## src/rtl/axi_lite_pwm_led.sv

```systemverilog
// AXI4-Lite register block driving a two-channel PWM on the green/red PL LEDs.
// Period and duty writes land in shadow registers and are adopted only at a period wrap.
module axi_lite_pwm_led #(
    parameter int          ADDR_W         = 8,
    parameter logic [31:0] DEFAULT_PERIOD = 32'd99999,
    parameter logic [31:0] ID_VALUE       = 32'h5057_4D01
) (
    input  logic              FCLK_CLK0,
    input  logic              FCLK_CLK0_RST,
    input  logic [ADDR_W-1:0] s_axi_awaddr,
    input  logic [2:0]        s_axi_awprot,
    input  logic              s_axi_awvalid,
    output logic              s_axi_awready,
    input  logic [31:0]       s_axi_wdata,
    input  logic [3:0]        s_axi_wstrb,
    input  logic              s_axi_wvalid,
    output logic              s_axi_wready,
    output logic [1:0]        s_axi_bresp,
    output logic              s_axi_bvalid,
    input  logic              s_axi_bready,
    input  logic [ADDR_W-1:0] s_axi_araddr,
    input  logic [2:0]        s_axi_arprot,
    input  logic              s_axi_arvalid,
    output logic              s_axi_arready,
    output logic [31:0]       s_axi_rdata,
    output logic [1:0]        s_axi_rresp,
    output logic              s_axi_rvalid,
    input  logic              s_axi_rready,
    output logic              led_g,
    output logic              led_r,
    output logic              period_tick
);

    localparam int IDX_W = ADDR_W - 2;

    localparam logic [IDX_W-1:0] IDX_CTRL   = IDX_W'(0);
    localparam logic [IDX_W-1:0] IDX_PERIOD = IDX_W'(1);
    localparam logic [IDX_W-1:0] IDX_DUTY_G = IDX_W'(2);
    localparam logic [IDX_W-1:0] IDX_DUTY_R = IDX_W'(3);
    localparam logic [IDX_W-1:0] IDX_COUNT  = IDX_W'(4);
    localparam logic [IDX_W-1:0] IDX_ID     = IDX_W'(5);

    localparam logic [1:0] RESP_OKAY   = 2'b00;
    localparam logic [1:0] RESP_SLVERR = 2'b10;

    // write channel
    logic             awready_q, awready_d;
    logic             wready_q, wready_d;
    logic             aw_full_q, aw_full_d;
    logic             w_full_q, w_full_d;
    logic [IDX_W-1:0] aw_idx_q, aw_idx_d;
    logic [31:0]      w_data_q, w_data_d;
    logic [3:0]       w_strb_q, w_strb_d;
    logic             bvalid_q, bvalid_d;
    logic [1:0]       bresp_q, bresp_d;

    // read channel
    logic             arready_q, arready_d;
    logic             rvalid_q, rvalid_d;
    logic [31:0]      rdata_q, rdata_d;
    logic [1:0]       rresp_q, rresp_d;

    // register file: shadows written by the bus, actives used by the PWM
    logic [1:0]       ctrl_q, ctrl_d;
    logic [31:0]      per_sh_q, per_sh_d;
    logic [31:0]      dg_sh_q, dg_sh_d;
    logic [31:0]      dr_sh_q, dr_sh_d;
    logic [31:0]      per_q, per_d;
    logic [31:0]      dg_q, dg_d;
    logic [31:0]      dr_q, dr_d;
    logic [31:0]      cnt_q, cnt_d;
    logic             led_g_q, led_g_d;
    logic             led_r_q, led_r_d;

    logic             aw_hs, w_hs, ar_hs, wr_exec, wrap;
    logic             wr_ok, rd_ok;
    logic [31:0]      wr_old, wr_new, rd_data;
    logic [IDX_W-1:0] ar_idx;

    logic             unused_ok;
    assign unused_ok = ^{s_axi_awprot, s_axi_arprot, s_axi_awaddr[1:0], s_axi_araddr[1:0]};

    assign aw_hs   = s_axi_awvalid && awready_q;
    assign w_hs    = s_axi_wvalid && wready_q;
    assign ar_hs   = s_axi_arvalid && arready_q;
    assign wr_exec = aw_full_q && w_full_q;
    assign ar_idx  = s_axi_araddr[ADDR_W-1:2];
    assign wrap    = ctrl_q[0] && (cnt_q == per_q);

    // byte-lane merge of the held write into the addressed shadow
    always_comb begin
        wr_ok  = 1'b1;
        wr_old = 32'h0;
        case (aw_idx_q)
            IDX_CTRL:   wr_old = {30'h0, ctrl_q};
            IDX_PERIOD: wr_old = per_sh_q;
            IDX_DUTY_G: wr_old = dg_sh_q;
            IDX_DUTY_R: wr_old = dr_sh_q;
            default:    wr_ok  = 1'b0;
        endcase
        wr_new = wr_old;
        for (int i = 0; i < 4; i++) begin
            if (w_strb_q[i]) begin
                wr_new[i*8 +: 8] = w_data_q[i*8 +: 8];
            end
        end
    end

    always_comb begin
        rd_ok   = 1'b1;
        rd_data = 32'h0;
        case (ar_idx)
            IDX_CTRL:   rd_data = {30'h0, ctrl_q};
            IDX_PERIOD: rd_data = per_sh_q;
            IDX_DUTY_G: rd_data = dg_sh_q;
            IDX_DUTY_R: rd_data = dr_sh_q;
            IDX_COUNT:  rd_data = cnt_q;
            IDX_ID:     rd_data = ID_VALUE;
            default:    rd_ok   = 1'b0;
        endcase
    end

    always_comb begin
        aw_full_d = aw_full_q;
        aw_idx_d  = aw_idx_q;
        w_full_d  = w_full_q;
        w_data_d  = w_data_q;
        w_strb_d  = w_strb_q;
        bvalid_d  = bvalid_q;
        bresp_d   = bresp_q;
        ctrl_d    = ctrl_q;
        per_sh_d  = per_sh_q;
        dg_sh_d   = dg_sh_q;
        dr_sh_d   = dr_sh_q;

        if (aw_hs) begin
            aw_full_d = 1'b1;
            aw_idx_d  = s_axi_awaddr[ADDR_W-1:2];
        end
        if (w_hs) begin
            w_full_d = 1'b1;
            w_data_d = s_axi_wdata;
            w_strb_d = s_axi_wstrb;
        end

        if (wr_exec) begin
            aw_full_d = 1'b0;
            w_full_d  = 1'b0;
            bvalid_d  = 1'b1;
            bresp_d   = wr_ok ? RESP_OKAY : RESP_SLVERR;
            case (aw_idx_q)
                IDX_CTRL:   ctrl_d   = wr_new[1:0];
                IDX_PERIOD: per_sh_d = wr_new;
                IDX_DUTY_G: dg_sh_d  = wr_new;
                IDX_DUTY_R: dr_sh_d  = wr_new;
                default:    ;
            endcase
        end else if (bvalid_q && s_axi_bready) begin
            bvalid_d = 1'b0;
        end

        // readies are registered, so they look at the next-cycle occupancy
        awready_d = !aw_full_d && !bvalid_d;
        wready_d  = !w_full_d && !bvalid_d;
    end

    always_comb begin
        rvalid_d = rvalid_q;
        rdata_d  = rdata_q;
        rresp_d  = rresp_q;
        if (ar_hs) begin
            rvalid_d = 1'b1;
            rdata_d  = rd_data;
            rresp_d  = rd_ok ? RESP_OKAY : RESP_SLVERR;
        end else if (rvalid_q && s_axi_rready) begin
            rvalid_d = 1'b0;
        end
        arready_d = !rvalid_d;
    end

    // PWM: wrap reloads actives from the pre-write shadows, so a same-cycle write waits a period
    always_comb begin
        cnt_d   = cnt_q;
        per_d   = per_q;
        dg_d    = dg_q;
        dr_d    = dr_q;
        led_g_d = ctrl_q[1];
        led_r_d = ctrl_q[1];
        if (!ctrl_q[0]) begin
            cnt_d = 32'h0;
            per_d = per_sh_q;
            dg_d  = dg_sh_q;
            dr_d  = dr_sh_q;
        end else begin
            led_g_d = (cnt_q < dg_q) ^ ctrl_q[1];
            led_r_d = (cnt_q < dr_q) ^ ctrl_q[1];
            if (wrap) begin
                cnt_d = 32'h0;
                per_d = per_sh_q;
                dg_d  = dg_sh_q;
                dr_d  = dr_sh_q;
            end else begin
                cnt_d = cnt_q + 32'd1;
            end
        end
    end

    always_ff @(posedge FCLK_CLK0 or posedge FCLK_CLK0_RST) begin
        if (FCLK_CLK0_RST) begin
            awready_q <= 1'b0;
            wready_q  <= 1'b0;
            aw_full_q <= 1'b0;
            w_full_q  <= 1'b0;
            aw_idx_q  <= '0;
            w_data_q  <= 32'h0;
            w_strb_q  <= 4'h0;
            bvalid_q  <= 1'b0;
            bresp_q   <= 2'b00;
            arready_q <= 1'b0;
            rvalid_q  <= 1'b0;
            rdata_q   <= 32'h0;
            rresp_q   <= 2'b00;
            ctrl_q    <= 2'b00;
            per_sh_q  <= DEFAULT_PERIOD;
            dg_sh_q   <= 32'h0;
            dr_sh_q   <= 32'h0;
            per_q     <= DEFAULT_PERIOD;
            dg_q      <= 32'h0;
            dr_q      <= 32'h0;
            cnt_q     <= 32'h0;
            led_g_q   <= 1'b0;
            led_r_q   <= 1'b0;
        end else begin
            awready_q <= awready_d;
            wready_q  <= wready_d;
            aw_full_q <= aw_full_d;
            w_full_q  <= w_full_d;
            aw_idx_q  <= aw_idx_d;
            w_data_q  <= w_data_d;
            w_strb_q  <= w_strb_d;
            bvalid_q  <= bvalid_d;
            bresp_q   <= bresp_d;
            arready_q <= arready_d;
            rvalid_q  <= rvalid_d;
            rdata_q   <= rdata_d;
            rresp_q   <= rresp_d;
            ctrl_q    <= ctrl_d;
            per_sh_q  <= per_sh_d;
            dg_sh_q   <= dg_sh_d;
            dr_sh_q   <= dr_sh_d;
            per_q     <= per_d;
            dg_q      <= dg_d;
            dr_q      <= dr_d;
            cnt_q     <= cnt_d;
            led_g_q   <= led_g_d;
            led_r_q   <= led_r_d;
        end
    end

    assign s_axi_awready = awready_q;
    assign s_axi_wready  = wready_q;
    assign s_axi_bvalid  = bvalid_q;
    assign s_axi_bresp   = bresp_q;
    assign s_axi_arready = arready_q;
    assign s_axi_rvalid  = rvalid_q;
    assign s_axi_rdata   = rdata_q;
    assign s_axi_rresp   = rresp_q;
    assign led_g         = led_g_q;
    assign led_r         = led_r_q;
    assign period_tick   = wrap;

endmodule
```

## config.mk

```make
export PLATFORM = sky130hd
export DESIGN_NAME = axi_lite_pwm_led
export DESIGN_NICKNAME = d
export VERILOG_FILES = /design/src/rtl/axi_lite_pwm_led.sv
export SDC_FILE = /design/constraint.sdc
export NUM_CORES = 1
export LEC_CHECK = 0
export ABC_AREA = 1
export CAP_MARGIN = 20
export CORE_MARGIN = 1
export CORE_UTILIZATION = 55
export CTS_CLUSTER_DIAMETER = 30
export DETAILED_ROUTE_END_ITERATION = 12
export GPL_TIMING_DRIVEN = 0
export HOLD_SLACK_MARGIN = 0.1
export PLACE_DENSITY = 0.73
export SLEW_MARGIN = 20
export SYNTH_ARGS = -nofsm -noshare
export SYNTH_HDL_FRONTEND = slang
export SYNTH_SLANG_ARGS = --single-unit
export TNS_END_PERCENT = 50
```

## constraint.sdc

```tcl
create_clock -name FCLK_CLK0 -period 16.5 [get_ports FCLK_CLK0]
set_clock_uncertainty 0.1 [all_clocks]
set_input_delay 4.125 -clock FCLK_CLK0 [delete_from_list [all_inputs] [get_ports FCLK_CLK0]]
set_output_delay 4.125 -clock FCLK_CLK0 [all_outputs]
set_load 0.02 [all_outputs]
```

==> metrics, run 1 <==
number of flops mapped to enable cells by yosys 0; routed vias/inst 5.690; vias in the first global route 14333; Area growth syn-to-layout 24.86%; Skew-Pair Late Insertion Delay 0.58 ns; Die X 172.5 um; first-pass GRT wire length 81100 um; ys flop type dfrtp_1; maxcap violations 0; synthesized area per cell 7.813 um^2; # nets final 2345; largest net degree at the start of global routing 107; diode count 0; CTS Hold Bufs 0; clock buffer count from CTS 69; worst min path class reg2reg; drc violations 0; crit path DAT 2.76 ns; sequential fraction of the synthesis area 48.84%; post-synth top area share 45.55%; largest vdd supply drop 0.00009801 V; min Tclk post-route 6.987 ns; Final Hold Fails 0; critical path class reg2out; Setup Buffers After CTS 0; Cell Area, Placed 17520 um^2; cts repair resizes 0; launch point of the worst path cnt_q[12]$_DFF_PP0_; Synth area leaders dfrtp_1 (46%), nand2_1 (16%), inv_1 (5.9%), o21ai_0 (5.8%), ha_1 (4.9%); clk sink count 311; CP Max Fanout 9; H-tree depth 3; library cells used by synthesis 41; Total Routed Length 52590 um; yosys warns 0; layout cells sized above 1 8.663%; Starting Density 55.84%; Root Driver clkbuf_16; initial antenna violation count 0; Setup crit start kind register; Cell Area, Synth 15990 um^2; Clock Path Buffers 3; Port Buffers 96; DP Worst Slack 9.730 ns; P_leak 9.232 nW; die height 172.5 um; GP Congestion 1.020; # fillers 2293; total negative slack 0 ns; Reg clk slew, reported paths 0.05 ns; Synth Instances 2046; RSZ-0062 raised after global routing false; vias 15125; Synth Register Bits 311; final setup fails 0; Final ANT Viol Nets 0; die area 29750 um^2; Core Area 28630 um^2; DR iter-0 viols 1505; period utilization 42.35%; GRT overflow 0; status finished clean; Power Dens Cells 186.3 nW/um^2; Least-Margin Pin Slew 1.072 ns; fmax 143.1 MHz; CTS tree yes; hpwl dp 38050 um; mean routed wirelength per cell 19.78 um; max-slew violation count 0; Worst EP required 12.27 ns; Synth area leader dfrtp_1; crit end category output pin; Row Count 62; Final Cell Area 19960 um^2; setup ws final 9.513 ns; Top Ports 109; RR Startpoint cnt_q[12]$_DFF_PP0_; Min-Delay Startpoint s_axi_rvalid$_DFF_PP0_; Slew HR 28.52%; asr flop ratio synth 100.0%; drt first pass iters 6; GR Util All Layers 36.98%
[state kept, by name, summed over array words and instances, names as in the netlist, 2 cells and up]
signal and count:
ctrl_q 2, dg_sh_q 32, aw_idx_q 6, s_axi_rdata 32
w_strb_q 4, w_data_q 32, dr_sh_q 32, cnt_q 32
dg_q 32, per_sh_q 32, dr_q 32, per_q 32
[metal layers]
layer	GRT usage [%]	vias to the layer above	part of all wire, %
met3	8.217	155	10
met4	18.31	0	4.7
li1	-	6952	-
met2	53.28	822	43
met5	0	-	0
met1	52.47	7196	42
[metrics by stage]
stage               util, %  total power (W)  hold WS, ns  instances
finish                69.73         0.003718       0.3740       2658
global route          69.73         0.003908       0.3992       2658
CTS                   69.73         0.003698       0.3690       2658
detailed placement    61.21         0.002257       0.3643       2530
global placement      60.89         0.002223       0.3521       2527
floorplan                 -         0.001866       0.3414       2047
[Yosys cell counts (5+ instances only)]
library cell / count
clkbuf_1: 53
o21ai_0: 186
a31oi_1: 14
o211ai_1: 11
nor3_1: 26
buf_2: 16
dfstp_2: 20
o2111ai_1: 11
xnor2_1: 6
buf_4: 5
nand2_1: 692
o221ai_1: 13
ha_1: 63
buf_6: 11
or2_2: 7
nand3_1: 48
xor2_1: 10
a21oi_1: 60
o21ai_1: 58
o22ai_1: 24
inv_1: 251
dfrtp_1: 291
nor2_2: 6
nor2_1: 116
nand4_1: 26
[final timing paths]
| path | endpoint | slack (ns) | cells after the start |
|---|---|---|---|
| worst max register to register | dg_q[2]$_DFFE_PP0P_ | 13.95 | 10 |
| max in group asynchronous | cnt_q[21]$_DFF_PP0_ | 10.81 | 5 |
| min in group asynchronous | s_axi_rdata[5]$_DFFE_PP0P_ | 3.82 | 2 |
| worst max-delay path | period_tick | 9.51 | 9 |
| worst min-delay path | s_axi_arready$_DFF_PP0_ | 0.37 | 1 |
| worst min register to register | s_axi_arready$_DFF_PP0_ | 0.37 | 1 |
[final cells by class]
cell class / instances / area, um^2 / share of cell area [%]
clock buffers: 91 / 1941 / 9.723
inverters: 256 / 968.4 / 4.852
repair buffers: 99 / 1044 / 5.228
flip-flops and latches: 311 / 7807 / 39.12
clock inverters: 37 / 498.0 / 2.495
plain buffers: 87 / 449.2 / 2.251
well taps: 384 / 480.5 / 2.407
multi-input cells: 1393 / 6771 / 33.93
[where the power goes]
part           internal, W  switching [W]
sequential         0.00103       0.000192
clock             0.000962       0.000464
combinational     0.000337       0.000731
total              0.00233        0.00139
[cell families after synthesis]
family          count (synthesis)  synth area share (%)
flops                         311                 48.84
buf+inv                       343                 8.821
compound gates                381                 13.02
simple gates                  931                 23.48
fa+ha+maj                      63                 4.931
other cells                     1               0.02346
xor+xnor                       16                0.8766
[placed cells by master (no fill, tap or decap), types with 20 or more instances in the layout]
| master | count |
|---|---|
| nand3_1 | 48 |
| o21ai_1 | 58 |
| nand2_1 | 692 |
| inv_1 | 250 |
| clkbuf_16 | 70 |
| nand4_1 | 26 |
| o21ai_0 | 186 |
| clkdlybuf4s50_1 | 96 |
| a21oi_1 | 60 |
| dfrtp_1 | 291 |
| clkbuf_1 | 63 |
| o22ai_1 | 24 |
| nor2_1 | 116 |
| ha_1 | 63 |
| nor3_1 | 26 |
| dfstp_2 | 20 |
[critical path: stages (launching register included)]
cell and delay (ns):
dfrtp_1 0.58, inv_1 0.19, nand2_1 0.10, nand4_1 0.07, nor2_1 0.12, nand2_1 0.10
nor2_2 0.16, nand2_4 0.13, nor2_1 0.13, clkdlybuf4s50_1 0.62
No activity file was read; power rests on OpenSTA's default activity.
==> inputs of run 2 (changes only) <==
==> constraint.sdc (replaced) <==
create_clock -name FCLK_CLK0 -period 7.2 [get_ports FCLK_CLK0]
set_clock_uncertainty 0.1 [all_clocks]
set_input_delay 1.8 -clock FCLK_CLK0 [delete_from_list [all_inputs] [get_ports FCLK_CLK0]]
set_output_delay 1.8 -clock FCLK_CLK0 [all_outputs]
set_load 0.02 [all_outputs]
==> metrics, run 2 (same netlist as run 1, synthesis figures left out) <==
Power Dens Cells 433.6 nW/um^2; mean routed wirelength per cell 20.04 um; most common cell after layout, fill and taps aside nand2_1; Hold WS 0.3608 ns; cts repair resizes 0; GP Congestion 1.035; Clock Path Buffers 3; Port Buffers 96; Slew HR 26.37%; final setup fails 0; Top Ports 109; # nets final 2352; Final Hold Fails 0; most frequent cells in the layout nand2_1 (692), dfrtp_1 (291), inv_1 (250); post-layout util 70.71%; die height 172.5 um; RSZ-0062 raised after global routing false; worst min path class reg2reg; total negative slack 0 ns; period utilization 64.86%; GRT overflow 0; Skew-Pair Late Insertion Delay 0.56 ns; clk sink count 311; GR Util All Layers 37.36%; Reg clk slew, reported paths 0.05 ns; setup ws final 2.530 ns; Least-Margin Pin Slew 1.104 ns; maxcap violations 0; Setup crit start kind register; diode count 0; Die X 172.5 um; Core Area 28630 um^2; max-slew violation count 0; Starting Density 55.84%; setup slack, reg-to-reg 4.67 ns; DR iter-0 viols 1840; initial antenna violation count 0; Worst EP required 5.30 ns; critical path class reg2out; RR Startpoint cnt_q[22]$_DFF_PP0_; min Tclk post-route 4.670 ns; CTS Hold Bufs 0; largest net degree at the start of global routing 35; Root Driver clkbuf_16; P_leak 9.348 nW; vias in the first global route 14583; die area 29750 um^2; Final ANT Viol Nets 0; DP Worst Slack 2.782 ns; Row Count 62; largest vdd supply drop 0.0002455 V; hpwl dp 39140 um; layout cells sized above 1 9.039%; fmax 214.1 MHz; crit end category output pin; routed vias/inst 5.694; Min-Delay Startpoint s_axi_rvalid$_DFF_PP0_; first-pass GRT wire length 82080 um; drt first pass iters 6; H-tree depth 3; clock buffer count from CTS 68; Area growth syn-to-layout 26.63%; Setup Buffers After CTS 0; crit path DAT 2.77 ns; Total Routed Length 53370 um; Tot Pwr 0.008777 W; CP Max Fanout 9; vias 15163; CTS tree yes; launch point of the worst path cnt_q[22]$_DFF_PP0_; status finished clean; drc violations 0
==> run 2: changes by cell type in the layout (fill, tap and decap cells not counted), sizes merged <==
cell      delta
clkinvlp     +4
buf          +8
bufinv       +9
clkbuf       -9
clkinv       -2
inv          -5
==> run 2: layer usage <==
metal	up-vias	track usage (%)	share of wire, %	wire (um)
li1	6973	-	-	-
met1	7162	51.65	41	22020
met2	863	55.66	43	23020
met3	165	8.698	11	5977
met4	0	17.24	4.4	2351
met5	-	0	0	0
==> run 2: metrics by stage <==
| step | instances | instance area, um^2 |
|---|---|---|
| floorplan | 2047 | 15990 |
| finish | 2663 | 20240 |
| CTS | 2663 | 20240 |
| global route | 2663 | 20240 |
| global placement | 2527 | 17430 |
| detailed placement | 2538 | 17670 |
==> run 2: worst max-delay path, cell delays in order, from the launching register on <==
cell             delay (ns)
dfrtp_1                0.59
inv_1                  0.19
nand2_1                0.10
nand3_1                0.08
nor2_1                 0.15
nand2_1                0.09
nor2_2                 0.15
nand2_4                0.13
nor2_1                 0.13
clkdlybuf4s50_1        0.61
==> run 2: final cells by class <==
| cell class | count | area [um^2] |
|---|---|---|
| fillers | 2237 | 8383 |
| flip-flops and latches | 311 | 7807 |
| multi-input cells | 1393 | 6771 |
| clock buffers | 82 | 1857 |
| repair buffers | 107 | 1196 |
| inverters | 256 | 964.7 |
| clock inverters | 43 | 715.7 |
| well taps | 384 | 480.5 |
| plain buffers | 87 | 449.2 |
==> run 2: worst paths after layout <==
check	cells past startpoint	endpoint
setup / recovery	9	period_tick
hold / removal	1	s_axi_arready$_DFF_PP0_
setup reg to reg	10	dg_q[3]$_DFFE_PP0P_
hold reg to reg	1	s_axi_arready$_DFF_PP0_
max in group asynchronous	7	dr_q[20]$_DFFE_PP0P_
min in group asynchronous	2	s_axi_rdata[10]$_DFFE_PP0P_
==> run 2: where the power goes <==
group / internal [W] / switching [W]
clock: 0.00245 / 0.00103
sequential: 0.00236 / 0.000449
combinational: 0.000781 / 0.00170
==> inputs of run 3 (changes only) <==
--- a/config.mk
+++ b/config.mk
@@ -8,12 +8,12 @@
 export ABC_AREA = 1
 export CAP_MARGIN = 20
 export CORE_MARGIN = 1
-export CORE_UTILIZATION = 55
+export CORE_UTILIZATION = 54
 export CTS_CLUSTER_DIAMETER = 30
 export DETAILED_ROUTE_END_ITERATION = 12
 export GPL_TIMING_DRIVEN = 0
 export HOLD_SLACK_MARGIN = 0.1
-export PLACE_DENSITY = 0.73
+export PLACE_DENSITY = 0.75
 export SLEW_MARGIN = 20
 export SYNTH_ARGS = -nofsm -noshare
 export SYNTH_HDL_FRONTEND = slang
==> constraint.sdc (replaced) <==
create_clock -name FCLK_CLK0 -period 4.2 [get_ports FCLK_CLK0]
set_clock_uncertainty 0.1 [all_clocks]
set_input_delay 1.05 -clock FCLK_CLK0 [delete_from_list [all_inputs] [get_ports FCLK_CLK0]]
set_output_delay 1.05 -clock FCLK_CLK0 [all_outputs]
set_load 0.02 [all_outputs]
==> metrics, run 3 (same netlist as run 1, synthesis figures left out) <==
Non-Filler Instances 2655; Worst R2R End dr_q[28]$_DFFE_PP0P_; # nets final 2350; initial antenna violation count 0; die height 174.1 um; die area 30300 um^2; crit end category output pin; cts repair resizes 0; Row Count 62; routed vias/inst 5.676; Clock Path Buffers 3; vias 15070; Final ANT Viol Nets 0; Min-Delay Startpoint s_axi_rvalid$_DFF_PP0_; GR Util All Layers 35.53%; worst min path class reg2reg; WHS Path Cells 1; Die X 174.1 um; Setup crit start kind register; mean routed wirelength per cell 19.80 um; largest net degree at the start of global routing 33; setup ws final 0.2745 ns; dpl cells 2538; RR Startpoint cnt_q[4]$_DFF_PP0_; Total Routed Length 52570 um; R2R depth 11; final setup fails 0; layout cells sized above 1 8.366%; Worst path max stage delay 0.62 ns; Setup Buffers After CTS 0; most frequent cells in the layout nand2_1 (692), dfrtp_1 (291), inv_1 (250); drc violations 0; critical path class reg2out; Port Buffers 96; Tot Pwr 0.01426 W; diode count 0; RSZ-0062 raised after global routing false; Root Driver clkbuf_16; Slowest cell on crit path clkdlybuf4s50_1; GP Congestion 0.9620; most common cell after layout, fill and taps aside nand2_1; hold path endpoint s_axi_arready$_DFF_PP0_; Top Ports 109; max-slew violation count 0; DR iter-0 viols 1330; Power Dens Cells 716.4 nW/um^2; hpwl dp 39240 um; GRT overflow 0; Final Hold Fails 0; Least-Margin Pin Slew 1.063 ns; clock buffer count from CTS 66; CTS Hold Bufs 0; DP Worst Slack 0.4602 ns; Skew-Pair Late Insertion Delay 0.55 ns; vias in the first global route 14662; critical path cell sequence buf_2 -> inv_1 -> nand2_1 -> nand4_1 -> nor2_1 -> nand2_1 -> nor2_2 -> nand2_4 -> nor2_1 -> clkdlybuf4s50_1; status finished clean; largest vdd supply drop 0.0005751 V; maxcap violations 0; setup slack, reg-to-reg 1.66 ns; Area growth syn-to-layout 24.50%; CP Max Fanout 9; Slew HR 29.13%; P_leak 9.196 nW; Core Area 28940 um^2; Worst EP required 3.05 ns; drt first pass iters 6; H-tree depth 3; crit path DAT 2.78 ns; period utilization 93.46%; min Tclk post-route 3.925 ns; fmax 254.7 MHz; Starting Density 55.25%; clk sink count 311; Reg clk slew, reported paths 0.05 ns; CTS tree yes; first-pass GRT wire length 82080 um
==> run 3: cell types whose count changed in the layout (fill, tap and decap cells not counted), sizes merged <==
cell	change
bufinv	-9
clkbuf	+6
clkinvlp	-4
inv	-1
==> run 3: critical path, delay by kind of cell, from the launching register on <==
family	cells	cell delay (ns)
AND/OR/NAND/NOR	7	0.81
flip-flops	1	0.41
buffers and inverters	3	0.99
==> run 3: metrics by stage <==
| step | setup TNS (ns) | utilization [%] | hold WS (ns) | instance area (um^2) |
|---|---|---|---|---|
| final | 0 | 68.78 | 0.3707 | 19900 |
| after global routing | 0 | 68.78 | 0.3898 | 19900 |
| after CTS | 0 | 68.78 | 0.3680 | 19900 |
| after detailed placement | 0 | 61.07 | 0.3645 | 17670 |
| after global placement | -974.48 | 60.25 | 0.3508 | 17430 |
| after floorplan | -312.70 | - | 0.3414 | 15990 |
==> run 3: area by class of cell <==
| cell class | count | area [um^2] |
|---|---|---|
| clock buffers | 88 | 1814 |
| well taps | 384 | 480.5 |
| clock inverters | 29 | 417.9 |
| multi-input cells | 1393 | 6771 |
| plain buffers | 87 | 449.2 |
| fillers | 2340 | 9034 |
| flip-flops and latches | 311 | 7807 |
| repair buffers | 107 | 1196 |
| inverters | 256 | 964.7 |
==> run 3: worst max path at each step <==
stage / from / endpoint / cells after the start
after floorplan: FCLK_CLK0_RST / aw_full_q$_DFF_PP0_ / 1
after global placement: FCLK_CLK0_RST / dr_q[28]$_DFFE_PP0P_ / 2
after detailed placement: s_axi_araddr[5] / s_axi_rdata[4]$_DFFE_PP0P_ / 9
after CTS: cnt_q[4]$_DFF_PP0_ / period_tick / 10
after global routing: cnt_q[4]$_DFF_PP0_ / period_tick / 10
final: cnt_q[4]$_DFF_PP0_ / period_tick / 10
==> run 3: where the power goes <==
group | switching (W) | total (W) | internal, W
Sequential | 0.000772 | 0.00482 | 0.00405
Clock | 0.00168 | 0.00520 | 0.00352
Combinational | 0.00289 | 0.00423 | 0.00134
Total | 0.00534 | 0.0143 | 0.00891
==> run 3: metal layers <==
layer	wire length [um]	vias up	share of wire, %	GRT usage (%)
met5	0	-	0	0
met4	2088	0	4.0	16.15
met1	21940	7182	42	49.60
li1	-	6943	-	-
met2	22940	823	44	52.62
met3	5592	122	11	8.311
